[src/rtl/imem_loader.sv]
// Boot-time instruction-memory loader: takes a byte stream of COUNT, big-endian words
// and a trailing XOR checksum, writes the words to imem and releases the CPU on success.
module imem_loader #(
  parameter int ADDR_WIDTH = 8,
  parameter int BASE_ADDR  = 0
) (
  input  logic                  clock,
  input  logic                  reset,
  input  logic [7:0]            in_data,
  input  logic                  in_valid,
  output logic                  in_ready,
  output logic                  wr_en,
  output logic [ADDR_WIDTH-1:0] wr_addr,
  output logic [31:0]           wr_data,
  output logic                  cpu_hold,
  output logic                  done,
  output logic                  err
);

  typedef enum logic [2:0] {
    S_HDR_HI,
    S_HDR_LO,
    S_DATA,
    S_CHK,
    S_DONE,
    S_ERR
  } state_t;

  // Largest word count that still fits between BASE_ADDR and the top of imem.
  localparam logic [16:0]           LIMIT = 17'((1 << ADDR_WIDTH) - BASE_ADDR);
  localparam logic [ADDR_WIDTH-1:0] BASE  = ADDR_WIDTH'(BASE_ADDR);

  state_t r_state;
  state_t w_next;

  logic [7:0]            r_countHi;
  logic [15:0]           r_count;
  logic [1:0]            r_byteIdx;
  logic [15:0]           r_wordIdx;
  logic [7:0]            r_acc;
  logic [23:0]           r_word;
  logic                  r_wrEn;
  logic [ADDR_WIDTH-1:0] r_wrAddr;
  logic [31:0]           r_wrData;
  logic                  r_cpuHold;
  logic                  r_done;
  logic                  r_err;

  logic        w_accept;
  logic [15:0] w_count;
  logic        w_hdrTooBig;
  logic        w_wordDone;
  logic        w_lastWord;

  assign w_accept    = in_valid & in_ready;
  assign w_count     = {r_countHi, in_data};
  assign w_hdrTooBig = {1'b0, w_count} > LIMIT;
  assign w_wordDone  = (r_byteIdx == 2'd3);
  assign w_lastWord  = (r_wordIdx == (r_count - 16'd1));

  always_ff @(posedge clock) begin
    if (reset) begin
      r_state <= S_HDR_HI;
    end else begin
      r_state <= w_next;
    end
  end

  always_comb begin
    w_next   = r_state;
    in_ready = 1'b0;
    case (r_state)
      S_HDR_HI: begin
        in_ready = 1'b1;
        if (w_accept) w_next = S_HDR_LO;
      end
      S_HDR_LO: begin
        in_ready = 1'b1;
        if (w_accept) begin
          if (w_hdrTooBig)           w_next = S_ERR;
          else if (w_count == 16'd0) w_next = S_CHK;
          else                       w_next = S_DATA;
        end
      end
      S_DATA: begin
        in_ready = 1'b1;
        if (w_accept && w_wordDone && w_lastWord) w_next = S_CHK;
      end
      S_CHK: begin
        in_ready = 1'b1;
        if (w_accept) w_next = (in_data == r_acc) ? S_DONE : S_ERR;
      end
      S_DONE:  w_next = S_DONE;
      S_ERR:   w_next = S_ERR;
      default: w_next = S_ERR;
    endcase
  end

  // Status flags track the next state so they rise together with the terminal state.
  always_ff @(posedge clock) begin
    if (reset) begin
      r_countHi <= 8'd0;
      r_count   <= 16'd0;
      r_byteIdx <= 2'd0;
      r_wordIdx <= 16'd0;
      r_acc     <= 8'd0;
      r_word    <= 24'd0;
      r_wrEn    <= 1'b0;
      r_wrAddr  <= BASE;
      r_wrData  <= 32'd0;
      r_cpuHold <= 1'b1;
      r_done    <= 1'b0;
      r_err     <= 1'b0;
    end else begin
      r_wrEn    <= 1'b0;
      r_cpuHold <= (w_next != S_DONE);
      r_done    <= (w_next == S_DONE);
      r_err     <= (w_next == S_ERR);
      if (w_accept && (r_state != S_CHK)) begin
        r_acc <= r_acc ^ in_data;
      end
      if (w_accept) begin
        case (r_state)
          S_HDR_HI: r_countHi <= in_data;
          S_HDR_LO: r_count   <= w_count;
          S_DATA: begin
            r_word    <= {r_word[15:0], in_data};
            r_byteIdx <= r_byteIdx + 2'd1;
            if (w_wordDone) begin
              r_wrEn    <= 1'b1;
              r_wrData  <= {r_word, in_data};
              r_wrAddr  <= BASE + r_wordIdx[ADDR_WIDTH-1:0];
              r_wordIdx <= r_wordIdx + 16'd1;
            end
          end
          default: ;
        endcase
      end
    end
  end

  assign wr_en    = r_wrEn;
  assign wr_addr  = r_wrAddr;
  assign wr_data  = r_wrData;
  assign cpu_hold = r_cpuHold;
  assign done     = r_done;
  assign err      = r_err;

endmodule

[config.mk]
export PLATFORM = sky130hd
export DESIGN_NAME = imem_loader
export DESIGN_NICKNAME = d
export VERILOG_FILES = /design/src/rtl/imem_loader.sv
export SDC_FILE = /design/constraint.sdc
export NUM_CORES = 1
export LEC_CHECK = 0
export BUFFER_PORTS_ARGS = -buffer_cell sky130_fd_sc_hd__buf_4
export CORE_AREA = 4 4 98 100
export CTS_BUF_LIST = sky130_fd_sc_hd__clkbuf_2
export DETAILED_ROUTE_END_ITERATION = 6
export DIE_AREA = 0 0 102 104
export GPL_ROUTABILITY_DRIVEN = 0
export GPL_TIMING_DRIVEN = 0
export PLACE_DENSITY = 0.84
export SLEW_MARGIN = 25
export SYNTH_ARGS = -nofsm -noshare
export SYNTH_HDL_FRONTEND = slang
export SYNTH_SLANG_ARGS = --single-unit
export TNS_END_PERCENT = 5
[constraint.sdc]
create_clock -name clock -period 3.36 [get_ports clock]
set_input_delay 0.336 -clock clock [delete_from_list [all_inputs] [get_ports clock]]
set_output_delay 0.336 -clock clock [all_outputs]
set_load 0.01 [all_outputs]
Word level (Yosys, flattened, before mapping)
Index checks and enable logic that the tools add are counted.

storage, ports and cells
  register bits after elaboration = 121
  word-level logic and storage cells = 53

operators by class
  add/subtract/negate cells = 3
  order comparisons = 1
  equality and inequality tests = 11
  muxes and demuxes = 10
  bitwise logic cells = 4
  reductions and logical operators = 11

operator list
  operator                 count
  $add A16 B1 Y16 const B  1
  $eq A16 B16 Y1           1
  $gt A16 B9 Y1 const B    1
  $logic_not A16 Y1        1
  $sub A16 B1 Y16 const B  1
  $mux W3                  5
  $pmux W3 S5              1
  $eq A3 B3 Y1 const B     3
  $eq A8 B8 Y1             1
  $xor A8 B8 Y8            1
  $eq A3 B2 Y1 const B     2
  $reduce_and A2 Y1        3
  $mux W1                  4
  $reduce_or A4 Y1         1
  $eq A3 B1 Y1 const B     1
  $logic_and A1 B1 Y1      3
  $logic_not A3 Y1         1
  $ne A3 B2 Y1 const B     1
  $ne A3 B3 Y1 const B     1
  $reduce_and A3 Y1        1
  $reduce_or A3 Y1         1
  $add A2 B1 Y2 const B    1
  $eq A2 B2 Y1 const B     1
  $not A1 Y1               2
  $and A1 B1 Y1            1

Depth between registers and ports, before layout
  word-level depth = 9
  gate-level depth with buffers = 8
  depth with buffers taken out = 8

Worst setup path after synthesis
No wires, ideal clock.

  path type = register -> register
  start = reg r_count[0]
  end = reg r_done, in the netlist done
  data arrival time = 2.210 ns
  required time = 3.245 ns
  path slack = 1.035 ns
  stages on the path, launching flop included = 9
  path buffers = 0
  path through = dfxtp_1 > inv_1 > ha_1 > nor2b_1 > or3_1 > a31o_2 > a2111oi_1 > o2111ai_2 > and3_1

on the way
  word-level cells in the longest chain between the ends = 6

RTL lines
  item                      line  RTL
  start: declaration        37    logic [15:0] r_count;
  start signal: assignment  125   S_HDR_LO: r_count <= w_count;
  $sub A16 B1 Y16           59    assign w_lastWord = (r_wordIdx == (r_count - 16'd1));
  $eq A16 B16 Y1            59
  $logic_and A1 B1 Y1       87    if (w_accept && w_wordDone && w_lastWord) w_next = S_CHK;
  $mux W3                   87
  $pmux W3 S5               72    case (r_state)
  $eq A3 B3 Y1              117   r_done <= (w_next == S_DONE);
  end signal: assignment    117
  end: declaration          46    logic r_done;

Every way passes these cells.
A chain may end at the register's enable or synchronous reset.

Worst setup path in the final report
Same ends and word-level chain as after synthesis.

==> impl_metrics.yaml <==
die:
  die_w_um: 102
  pin_count: 56
  row_count: 34
  core-area_mm2: 0.00868
  die_y_um: 104
  start_util_pct: 59.5
  die-area_mm2: 0.0106
worst_hold_path:
  worst_hold_path_type: "in2reg"
sta:
  post-route-min-period_ns: 2.74
  fin_worst_skew_ns: 0.0352
  rsz0062_at_grt: "false"
  fmax_ghz: 0.365
  maxSlewViolCount: 0
  fin_ws_ns: 0.623
  hold_violations: 0
  relSlewSlack_pct: 46.3
  setup_viol: 0
  period_share_pct: 81.5
  fin_setup_tns_ns: 0
  worst_pin_slew_ns: 0.799
synth:
  yosys_warnings: 0
  yosysTopAreaCell: "dfxtp_1"
  synth_commonest_cells: "nand2_1 (204), dfxtp_1 (121), a21oi_1 (96), clkbuf_1 (42), nor2_1 (37)"
  synth-edff-count: 0
  syn_area_mm2: 0.00516
  synth-main-ff-cell: "dfxtp_1"
  ys_seq_area_share_pct: 46.9
  async_flop_share_pct: 0
  synth_area_leaders: "dfxtp_1 (47%), nand2_1 (15%), a21oi_1 (9.3%)"
  ys_ff_latch: 121
  yosys.cell_types.count: 52
  synthCells: 650
  synth_fp_nets: 664
  yosysTopAreaCellShare_pct: 46.9
  syn_area_per_cell_um2: 7.94
  synth_most_common_cell: "nand2_1"
drt:
  route.detailed.wl_per_inst_um: 14.8
  num_vias: 4641
  drt_iter0_markers: 348
  wirelength_mm: 12.4
  drcViolationCount: 0
  via_per_inst: 5.55
  dr.pass1.iters: 5
  drtAntennaViolNets: 0
power:
  p_switching_w: 0.000819
  p_total_w: 0.00278
  combPwrFrac_pct: 11.1
  pwr-share-clk_pct: 34.5
  intPower_w: 0.00196
  irDropWorstVdd_mv: 0.303
  switching_share_pct: 29.5
  p_seq_share_pct: 54.4
  power_density_mw_per_mm2: 471
  p_leak_nw: 2.16
setup_path:
  cp.arrival_ns: 3.29
  critPathTopFamily: "simple AND/OR/NAND/NOR gates"
  cp_max_fo: 8
  path_cells: "inv_1, ha_1, nor4b_4, nand4b_1, or3b_1, a31oi_1, o2111ai_2, and3_1"
  end_kind: "flip-flop"
  critical_path_class: "reg2reg"
  cp_num_buf_inv: 1
  worstSetupStartpointType: "flip-flop"
  crit_path_top_delay_cell: "nor4b_4"
  critPathRequiredTime_ns: 3.91
  max_stage_delay_ns: 0.45
cts:
  cts_buffer_depth: 2
  cts_root_buffer: "clkbuf_2"
  cts_tree: "done"
  cts_setup_buffers: 0
  hold_buffers: 0
  cts.clk_slew.worst_paths_ns: 0.22
  clock_latency_ns: 0.65
  cts_sinks: 121
  cts.repair.resized: 0
  cts_made_buffers: 17
  h-tree-depth: 4
layout:
  syn2layout_area_growth_pct: 14.2
  layout.area.seq_mm2: 0.00242
  fill_cells: 701
  drive_gt1_share_pct: 12.6
  multiInputGateArea_mm2: 0.00253
  layout.nets: 729
  diodes: 0
  finish.utilization_pct: 67.9
grt:
  grt_antenna_before_repair: 0
  first_global_vias: 4489
  grt_max_degree: 17
  grt-ovfl-total: 0
  grt_pass1_wl_mm: 20.8
  grt_use_total_pct: 23.9
job:
  drv_cap: 0
run_status:
  status: "finished clean"
place:
  place_ws_ns: 0.669
  portBuffers: 46
  dpl.hpwl_mm: 9.01
[layer usage]
| metal | GRT usage [%] | up-vias | wire length [µm] |
|---|---|---|---|
| met4 | 6.75 | 0 | 205 |
| met1 | 31.8 | 2163 | 5490 |
| met3 | 5.16 | 26 | 802 |
| met2 | 38.9 | 170 | 5890 |
| met5 | 0 | - | 0 |
| li1 | - | 2282 | - |
[tightest hold or removal path: stages]
cell and delay, ns:
clkbuf_1 0.21, nand2_1 0.11, a21oi_1 0.06
[through the flow]
stage	cells	hold WS (ns)	cell area, µm²
3_5_place_dp	804	0.448	5640
5_1_grt	836	0.0441	5900
2_1_floorplan	650	0.432	5160
4_1_cts	836	0.0482	5900
3_3_place_gp	804	0.444	5640
6_report	836	0.0741	5900
[worst paths after layout]
| kind | slack, ns | end | cells past startpoint | from |
|---|---|---|---|---|
| worst max-delay path | 0.62 | done$_SDFF_PP0_ | 8 | r_count[0]$_SDFFE_PP0P_ |
| worst min-delay path | 0.07 | wr_data[5]$_SDFFE_PP0P_ | 3 | in_data[5] |
| worst max register to register | 0.62 | done$_SDFF_PP0_ | 8 | r_count[0]$_SDFFE_PP0P_ |
| worst min register to register | 0.47 | r_word[13]$_SDFFE_PP0P_ | 2 | r_word[5]$_SDFFE_PP0P_ |
[cells by family after synthesis]
logic type	after synthesis	synth area share, %
AND/OR/NAND/NOR	300	25.7
flip-flops	121	46.9
AO/OA/AOI/OAI	118	13.0
buffers and inverters	54	4.09
XOR/XNOR	50	8.75
multiplexers	4	0.800
adder cells (fa/ha/maj)	3	0.727
[sequential cells by signal, indices dropped and copies added, names as in the netlist]
register,count
r_byteIdx,2
r_wordIdx,16
r_countHi,8
wr_addr,8
wr_en,1
done,1
err,1
r_word,24
r_state,3
r_acc,8
r_count,16
cpu_hold,1
wr_data,32
[layout by cell type (no fill, tap or decap), drive strengths merged, types with 2 or more instances in the layout]
cell | netlist | layout
a2111oi | 2 | 2
nor3 | 10 | 10
clkinv | 0 | 5
nor2 | 37 | 37
o21bai | 2 | 2
nor2b | 2 | 2
inv | 9 | 15
ha | 3 | 3
mux2i | 3 | 3
nand4b | 2 | 2
and3b | 2 | 2
nand3 | 9 | 9
buf | 3 | 49
and3 | 4 | 4
a21oi | 96 | 96
nand4 | 7 | 7
nand2 | 205 | 205
a31oi | 4 | 4
nor4 | 6 | 6
or3 | 4 | 4
or4 | 2 | 2
o21ai | 3 | 3
xnor2 | 21 | 21
nand2b | 3 | 3
bufinv | 0 | 2
xor2 | 28 | 28
clkbuf | 42 | 60
dfxtp | 121 | 121
[power groups by stage]
stage               logic [W]  registers, W  clock network [W]
finish               0.000309       0.00151           0.000956
global route         0.000344       0.00152            0.00103
global placement     0.000291       0.00154                  0
CTS                  0.000305       0.00151           0.000968
detailed placement   0.000303       0.00154                  0
floorplan            0.000239       0.00153                  0
[final cells by class]
class	instances	share of cell area, %
buffer	45	3.01
inverter	9	0.573
clock inverter	14	2.76
multi-input combinational	475	42.9
clock buffer	18	1.53
tap	108	2.29
timing repair buffer	46	5.86
sequential	121	41.1
(Power assumes the default switching activity.)
